--- src/rtl/dm_pkg.sv ---
`default_nettype none
// ============================================================================
//  Module      : dm_pkg
//  Description : Shared constants and types for the data-memory port arbiter.
//  Revision    : 1.0  initial release
// ============================================================================
package dm_pkg;

    localparam int ADDR_W_DEFAULT = 16;

    localparam logic [2:0] F3_B  = 3'b000;
    localparam logic [2:0] F3_H  = 3'b001;
    localparam logic [2:0] F3_W  = 3'b010;
    localparam logic [2:0] F3_BU = 3'b100;
    localparam logic [2:0] F3_HU = 3'b101;

    typedef enum logic [1:0] {
        GNT_NONE = 2'd0,
        GNT_CORE = 2'd1,
        GNT_AUX  = 2'd2
    } grant_e;

endpackage
`default_nettype wire

--- src/rtl/dm_lane_align.sv ---
`default_nettype none
// ============================================================================
//  Module      : dm_lane_align
//  Description : funct3 decode to byte enables, alignment/legality check and
//                load sign/zero extension for one memory port.
//  Revision    : 1.0  initial release
// ============================================================================
module dm_lane_align
    import dm_pkg::*;
(
    input  logic [2:0]  funct3,
    input  logic        we,
    input  logic [1:0]  addr_lo,
    input  logic [31:0] raw_rdata,
    output logic [3:0]  byte_en,
    output logic        fault,
    output logic [31:0] load_data
);

    logic w_illegal;
    logic w_misalign;

    always_comb begin
        byte_en    = 4'b0000;
        load_data  = 32'h0;
        w_illegal  = 1'b0;
        w_misalign = 1'b0;
        case (funct3)
            F3_B: begin
                byte_en   = 4'b0001;
                load_data = {{24{raw_rdata[7]}}, raw_rdata[7:0]};
            end
            F3_H: begin
                byte_en    = 4'b0011;
                w_misalign = addr_lo[0];
                load_data  = {{16{raw_rdata[15]}}, raw_rdata[15:0]};
            end
            F3_W: begin
                byte_en    = 4'b1111;
                w_misalign = |addr_lo;
                load_data  = raw_rdata;
            end
            // Unsigned variants exist only for loads.
            F3_BU: begin
                w_illegal = we;
                load_data = {24'h0, raw_rdata[7:0]};
            end
            F3_HU: begin
                w_illegal  = we;
                w_misalign = addr_lo[0];
                load_data  = {16'h0, raw_rdata[15:0]};
            end
            default: w_illegal = 1'b1;
        endcase
        fault = w_illegal | w_misalign;
    end

endmodule
`default_nettype wire

--- src/rtl/dm_port_arbiter.sv ---
`default_nettype none
// ============================================================================
//  Module      : dm_port_arbiter
//  Description : Shares one data memory between the core MEM stage and an aux
//                master, core-priority with an aux starvation bound.
//  Revision    : 1.0  initial release
// ============================================================================
module dm_port_arbiter
    import dm_pkg::*;
#(
    parameter int ADDR_W       = ADDR_W_DEFAULT,
    parameter int STARVE_LIMIT = 4
) (
    input  logic              clk,
    input  logic              rst,
    input  logic              core_req,
    input  logic              core_we,
    input  logic [2:0]        core_funct3,
    input  logic [ADDR_W-1:0] core_addr,
    input  logic [31:0]       core_wdata,
    output logic [31:0]       core_rdata,
    output logic              core_stall,
    output logic              core_fault,
    input  logic              aux_valid,
    output logic              aux_ready,
    input  logic              aux_we,
    input  logic [3:0]        aux_be,
    input  logic [ADDR_W-1:0] aux_addr,
    input  logic [31:0]       aux_wdata,
    output logic              aux_rvalid,
    output logic [31:0]       aux_rdata,
    output logic [3:0]        dm_w_en,
    output logic [ADDR_W-1:0] dm_address,
    output logic [31:0]       dm_write_data,
    input  logic [31:0]       dm_read_data
);

    localparam int                 c_CNT_W = $clog2(STARVE_LIMIT + 1);
    localparam logic [c_CNT_W-1:0] c_LIMIT = c_CNT_W'(STARVE_LIMIT);
    localparam logic [c_CNT_W-1:0] c_ONE   = c_CNT_W'(1);

    logic [c_CNT_W-1:0] r_starve_cnt;
    logic               r_aux_rvalid;
    logic [31:0]        r_aux_rdata;

    grant_e      w_grant;
    logic [3:0]  w_core_be;
    logic        w_lane_fault;
    logic [31:0] w_core_load;
    logic        w_core_valid;
    logic        w_aux_xfer;

    dm_lane_align u_core_lane (
        .funct3    (core_funct3),
        .we        (core_we),
        .addr_lo   (core_addr[1:0]),
        .raw_rdata (dm_read_data),
        .byte_en   (w_core_be),
        .fault     (w_lane_fault),
        .load_data (w_core_load)
    );

    assign w_core_valid = core_req && !w_lane_fault;

    always_comb begin
        w_grant = GNT_NONE;
        if (!rst) begin
            if (w_core_valid && aux_valid)
                w_grant = (r_starve_cnt == c_LIMIT) ? GNT_AUX : GNT_CORE;
            else if (w_core_valid)
                w_grant = GNT_CORE;
            else if (aux_valid)
                w_grant = GNT_AUX;
        end
    end

    // With no grant the address follows the core so its load path stays warm.
    always_comb begin
        dm_w_en       = 4'b0000;
        dm_address    = core_addr;
        dm_write_data = core_wdata;
        core_rdata    = 32'h0;
        case (w_grant)
            GNT_CORE: begin
                if (core_we) dm_w_en = w_core_be;
                else         core_rdata = w_core_load;
            end
            GNT_AUX: begin
                dm_address    = aux_addr;
                dm_write_data = aux_wdata;
                if (aux_we) dm_w_en = aux_be;
            end
            default: ;
        endcase
    end

    assign aux_ready  = (w_grant == GNT_AUX);
    assign w_aux_xfer = aux_valid && aux_ready;
    assign core_stall = !rst && w_core_valid && (w_grant != GNT_CORE);
    assign core_fault = !rst && core_req && w_lane_fault;
    assign aux_rvalid = r_aux_rvalid;
    assign aux_rdata  = r_aux_rdata;

    always_ff @(posedge clk) begin
        if (rst) begin
            r_starve_cnt <= '0;
            r_aux_rvalid <= 1'b0;
            r_aux_rdata  <= 32'h0;
        end else begin
            r_aux_rvalid <= w_aux_xfer;
            if (w_aux_xfer && !aux_we)
                r_aux_rdata <= dm_read_data;
            if (aux_valid && !aux_ready) begin
                if (r_starve_cnt != c_LIMIT)
                    r_starve_cnt <= r_starve_cnt + c_ONE;
            end else begin
                r_starve_cnt <= '0;
            end
        end
    end

endmodule
`default_nettype wire

--- config.mk ---
export PLATFORM = sky130hd
export DESIGN_NAME = dm_port_arbiter
export DESIGN_NICKNAME = d
export VERILOG_FILES = /design/src/rtl/dm_pkg.sv /design/src/rtl/dm_lane_align.sv /design/src/rtl/dm_port_arbiter.sv
export SDC_FILE = /design/constraint.sdc
export NUM_CORES = 1
export LEC_CHECK = 0
export CAP_MARGIN = 25
export CORE_AREA = 4 4 100 102
export CTS_CLUSTER_SIZE = 30
export DETAILED_ROUTE_END_ITERATION = 10
export DIE_AREA = 0 0 104 106
export GPL_ROUTABILITY_DRIVEN = 0
export PLACE_DENSITY = 0.77
export RECOVER_POWER = 25
export SYNTH_ARGS = -nofsm -noshare
export SYNTH_HDL_FRONTEND = slang
export SYNTH_SLANG_ARGS = --single-unit
--- constraint.sdc ---
create_clock -name clk -period 5.8 [get_ports clk]
set_clock_uncertainty 0.1 [all_clocks]
set_input_delay 1.45 -clock clk [delete_from_list [all_inputs] [get_ports clk]]
set_output_delay 1.45 -clock clk [all_outputs]
set_load 0.01 [all_outputs]
==> flow_metrics.tcl <==
set metrics [dict create \
    outcome "complete, no violations" \
    hold_violations 0 \
    io-pin-count 261 \
    start_kind "input port" \
    die-width_microns 104 \
    clk_transition_reported_paths_ns 0.08 \
    synth_nets 460 \
    worst_path_most_repeated_cell "sky130_fd_sc_hd__clkdlybuf4s50_1" \
    post_cts_repair_timing_setup_buffer_count 0 \
    synth.top_cells.by_area "sky130_fd_sc_hd__dfxtp_1, sky130_fd_sc_hd__mux2_2, sky130_fd_sc_hd__nand2_1" \
    synthTopCellsByCount "sky130_fd_sc_hd__nand2_1, sky130_fd_sc_hd__a21oi_1, sky130_fd_sc_hd__mux2_2" \
    global_route_wire_length_before_repair_mm 17.8 \
    comb_power_share 0.399 \
    post-synth-top-area-fraction 0.291 \
    syn_to_final_growth_pct 114 \
    ff2ff_setup_slack_ns 3.16 \
    finalWorstPathRequiredPeriod_ns 5.67 \
    rsz0062_at_grt "no" \
    cts_tree "built" \
    cp_max_delay_cell "sky130_fd_sc_hd__clkdlybuf4s50_1" \
    post-route-drc-count 0 \
    grt_antenna_before_repair 0 \
    hpwlAfterDp_mm 10.1 \
    setup_violations 0 \
    cts_num_sinks 36 \
    critical_path.max_fanout 36 \
    internal_power_w 0.000517 \
    cts_max_path_buffers 2 \
    die_y_microns 106 \
    num_rows 35 \
    power.leakage_nw 1.93 \
    finish.net_count 713 \
    clockRootBuffer "sky130_fd_sc_hd__clkbuf_8" \
    cap_violations 0 \
    max_stage_delay_ns 0.64 \
    critPathRequiredTime_ns 4.25 \
    grt.overflow.total 0 \
    synth_enable_flop_cells 0 \
    synth.cell_area_sq_um 2480 \
    slew_headroom 0.501 \
    drtAntennaViolNets 0 \
    numCtsBuffers 5 \
    cts-hold-fix-buffers 0 \
    power_switching_share 0.279 \
    design.core.area_sq_um 9110 \
    max_slew.worst_pin.slew_ns 0.749 \
    ys_async_rst_share 0 \
    cts.htree.levels 2 \
    ys.warnings.count 0 \
    drt-initial-drc-count 136 \
    worstReg2RegStart "r_starve_cnt[0]" \
    numPortBuffers 260 \
    r2r.worst_path.cells 11 \
    crit_chain "clkdlybuf4s50_1 -> nor4_4 -> nor2_1 -> a311o_1 -> ha_1 -> buf_12 -> mux2_2 -> clkdlybuf4s50_1" \
    floorplan.initialDensity 0.272 \
    synth_area_leader_cell "sky130_fd_sc_hd__dfxtp_1" \
    sequentialPowerShare 0.355 \
    timing.final.max_slew_violations 0 \
    final_layout_size_suffix_gt1_frac 0.148 \
    vias 3220 \
    synth.yosys.seq_area_share 0.291 \
    synth_seq_cells 36 \
    main_flop_type_after_synthesis "sky130_fd_sc_hd__dfxtp_1" \
    avgSynthCellArea_sq_um 7.87 \
    final.setup.tns_ns 0 \
    vias_per_cell 4.74 \
    synth_cells 315 \
    finalCritPeriodShare 0.978 \
    wp_data_arrival_ns 4.12 \
    critPathKind "input port to output port" \
    power_density_nw_per_um2 135 \
    fin_worst_hold_slack_ns 0.351 \
    ys_types 33 \
    timing.critical_path.from "core_funct3[2]" \
    grt.total_usage 0.203 \
    r2r_end "aux_rdata[6]" \
    clk_latency_ns 0.28 \
    antenna-diode-count 0 \
    max_ir_drop_vdd_mv 0.0737 \
    p_switching_w 0.000200 \
    first_global_vias 3368 \
    timing.fmax_mhz 176 \
    clock_power_share 0.246 \
    critPathCaptureType "output port" \
    timing.critical_path.to "dm_write_data[27]" \
    average_routed_wire_per_standard_cell_microns 17.3 \
    detailedRoute.firstPassIterationCount 4 \
    die_area_sq_um 11000 \
    post-synth-top-count-cell "sky130_fd_sc_hd__nand2_1" \
    holdCritPathClass "flop to flop" \
    routed_wirelength_mm 11.8 \
    grt_max_degree 37 \
]
## timing repair
item | 4_1_cts | 5_1_grt
resized for setup | 0 | 5
endpoints found under the hold margin | 0 | 0
endpoints found under the setup margin | 0 | 30
## flip-flops by register name, indices dropped and copies added, names as in the netlist
name / flops
aux_rvalid: 1
r_starve_cnt: 3
aux_rdata: 32
## worst max-delay path, delay by kind of cell
family          cells  cell delay [ns]
fa+ha+maj           1             0.25
mux                 1             0.23
buf+inv             3             1.35
compound gates      1             0.34
simple gates        2             0.49
## worst min path at each step
stage | from | endpoint | slack (ns) | depth (start not counted)
6_report | aux_rdata[8] | aux_rdata[8] | 0.35 | 2
5_1_grt | aux_rdata[5] | aux_rdata[5] | 0.37 | 2
4_1_cts | aux_rdata[21] | aux_rdata[21] | 0.36 | 2
3_5_place_dp | aux_rdata[21] | aux_rdata[21] | 0.35 | 2
3_3_place_gp | aux_rdata[21] | aux_rdata[21] | 0.34 | 2
2_1_floorplan | r_starve_cnt[1] | r_starve_cnt[1] | 0.36 | 2
## power by group through the flow
stage	logic [W]	registers, W	clock network [W]
after floorplan	0.0000936	0.000263	0
after global placement	0.000282	0.000260	0
after detailed placement	0.000287	0.000261	0
after CTS	0.000289	0.000255	0.000185
after global routing	0.000303	0.000255	0.000195
final	0.000286	0.000255	0.000177
## final cells by class
type / instances / area [sq um]
inverter: 2 / 7.51
sequential: 36 / 721
fill: 810 / 3790
multi-input combinational: 251 / 1630
timing repair buffer: 272 / 2730
tap: 111 / 139
clock inverter: 3 / 18.8
clock buffer: 5 / 68.8
## placed cells by master (no fill, tap or decap), drive strengths merged, types with 5 or more instances in the layout
master,count
dlygate4sd3,33
a21oi,61
dfxtp,36
and2,9
clkbuf,5
mux2,48
nand2,85
buf,12
o21ai,10
clkdlybuf4s50,227
nand3,6
## through the flow
| stage | setup WS [ns] | area [sq um] | power (W) | cells | util |
|---|---|---|---|---|---|
| 6_report | 0.129 | 5310 | 0.000717 | 680 | 0.583 |
| 5_1_grt | 0.0183 | 5310 | 0.000754 | 680 | 0.583 |
| 4_1_cts | 0.0834 | 5290 | 0.000728 | 680 | 0.580 |
| 3_5_place_dp | 0.0906 | 5200 | 0.000548 | 672 | 0.571 |
| 3_3_place_gp | 0.137 | 5170 | 0.000543 | 671 | 0.568 |
| 2_1_floorplan | 1.02 | 2480 | 0.000356 | 315 | - |
## metal layers
metal / part of all wire / wire length [microns] / vias to the layer above / GRT usage
li1: - / - / 1586 / -
met1: 0.34 / 4020 / 1462 / 0.201
met2: 0.55 / 6420 / 158 / 0.391
met3: 0.086 / 1020 / 14 / 0.0710
met4: 0.027 / 315 / 0 / 0.0731
met5: 0 / 0 / - / 0
## logic make-up after synthesis
family	after synthesis	synth area share
fa+ha+maj	4	0.0202
buf+inv	28	0.0626
xor+xnor	2	0.00706
compound gates	76	0.180
flops	36	0.291
mux	49	0.222
simple gates	120	0.218
No activity file was read; power rests on OpenSTA's default activity.
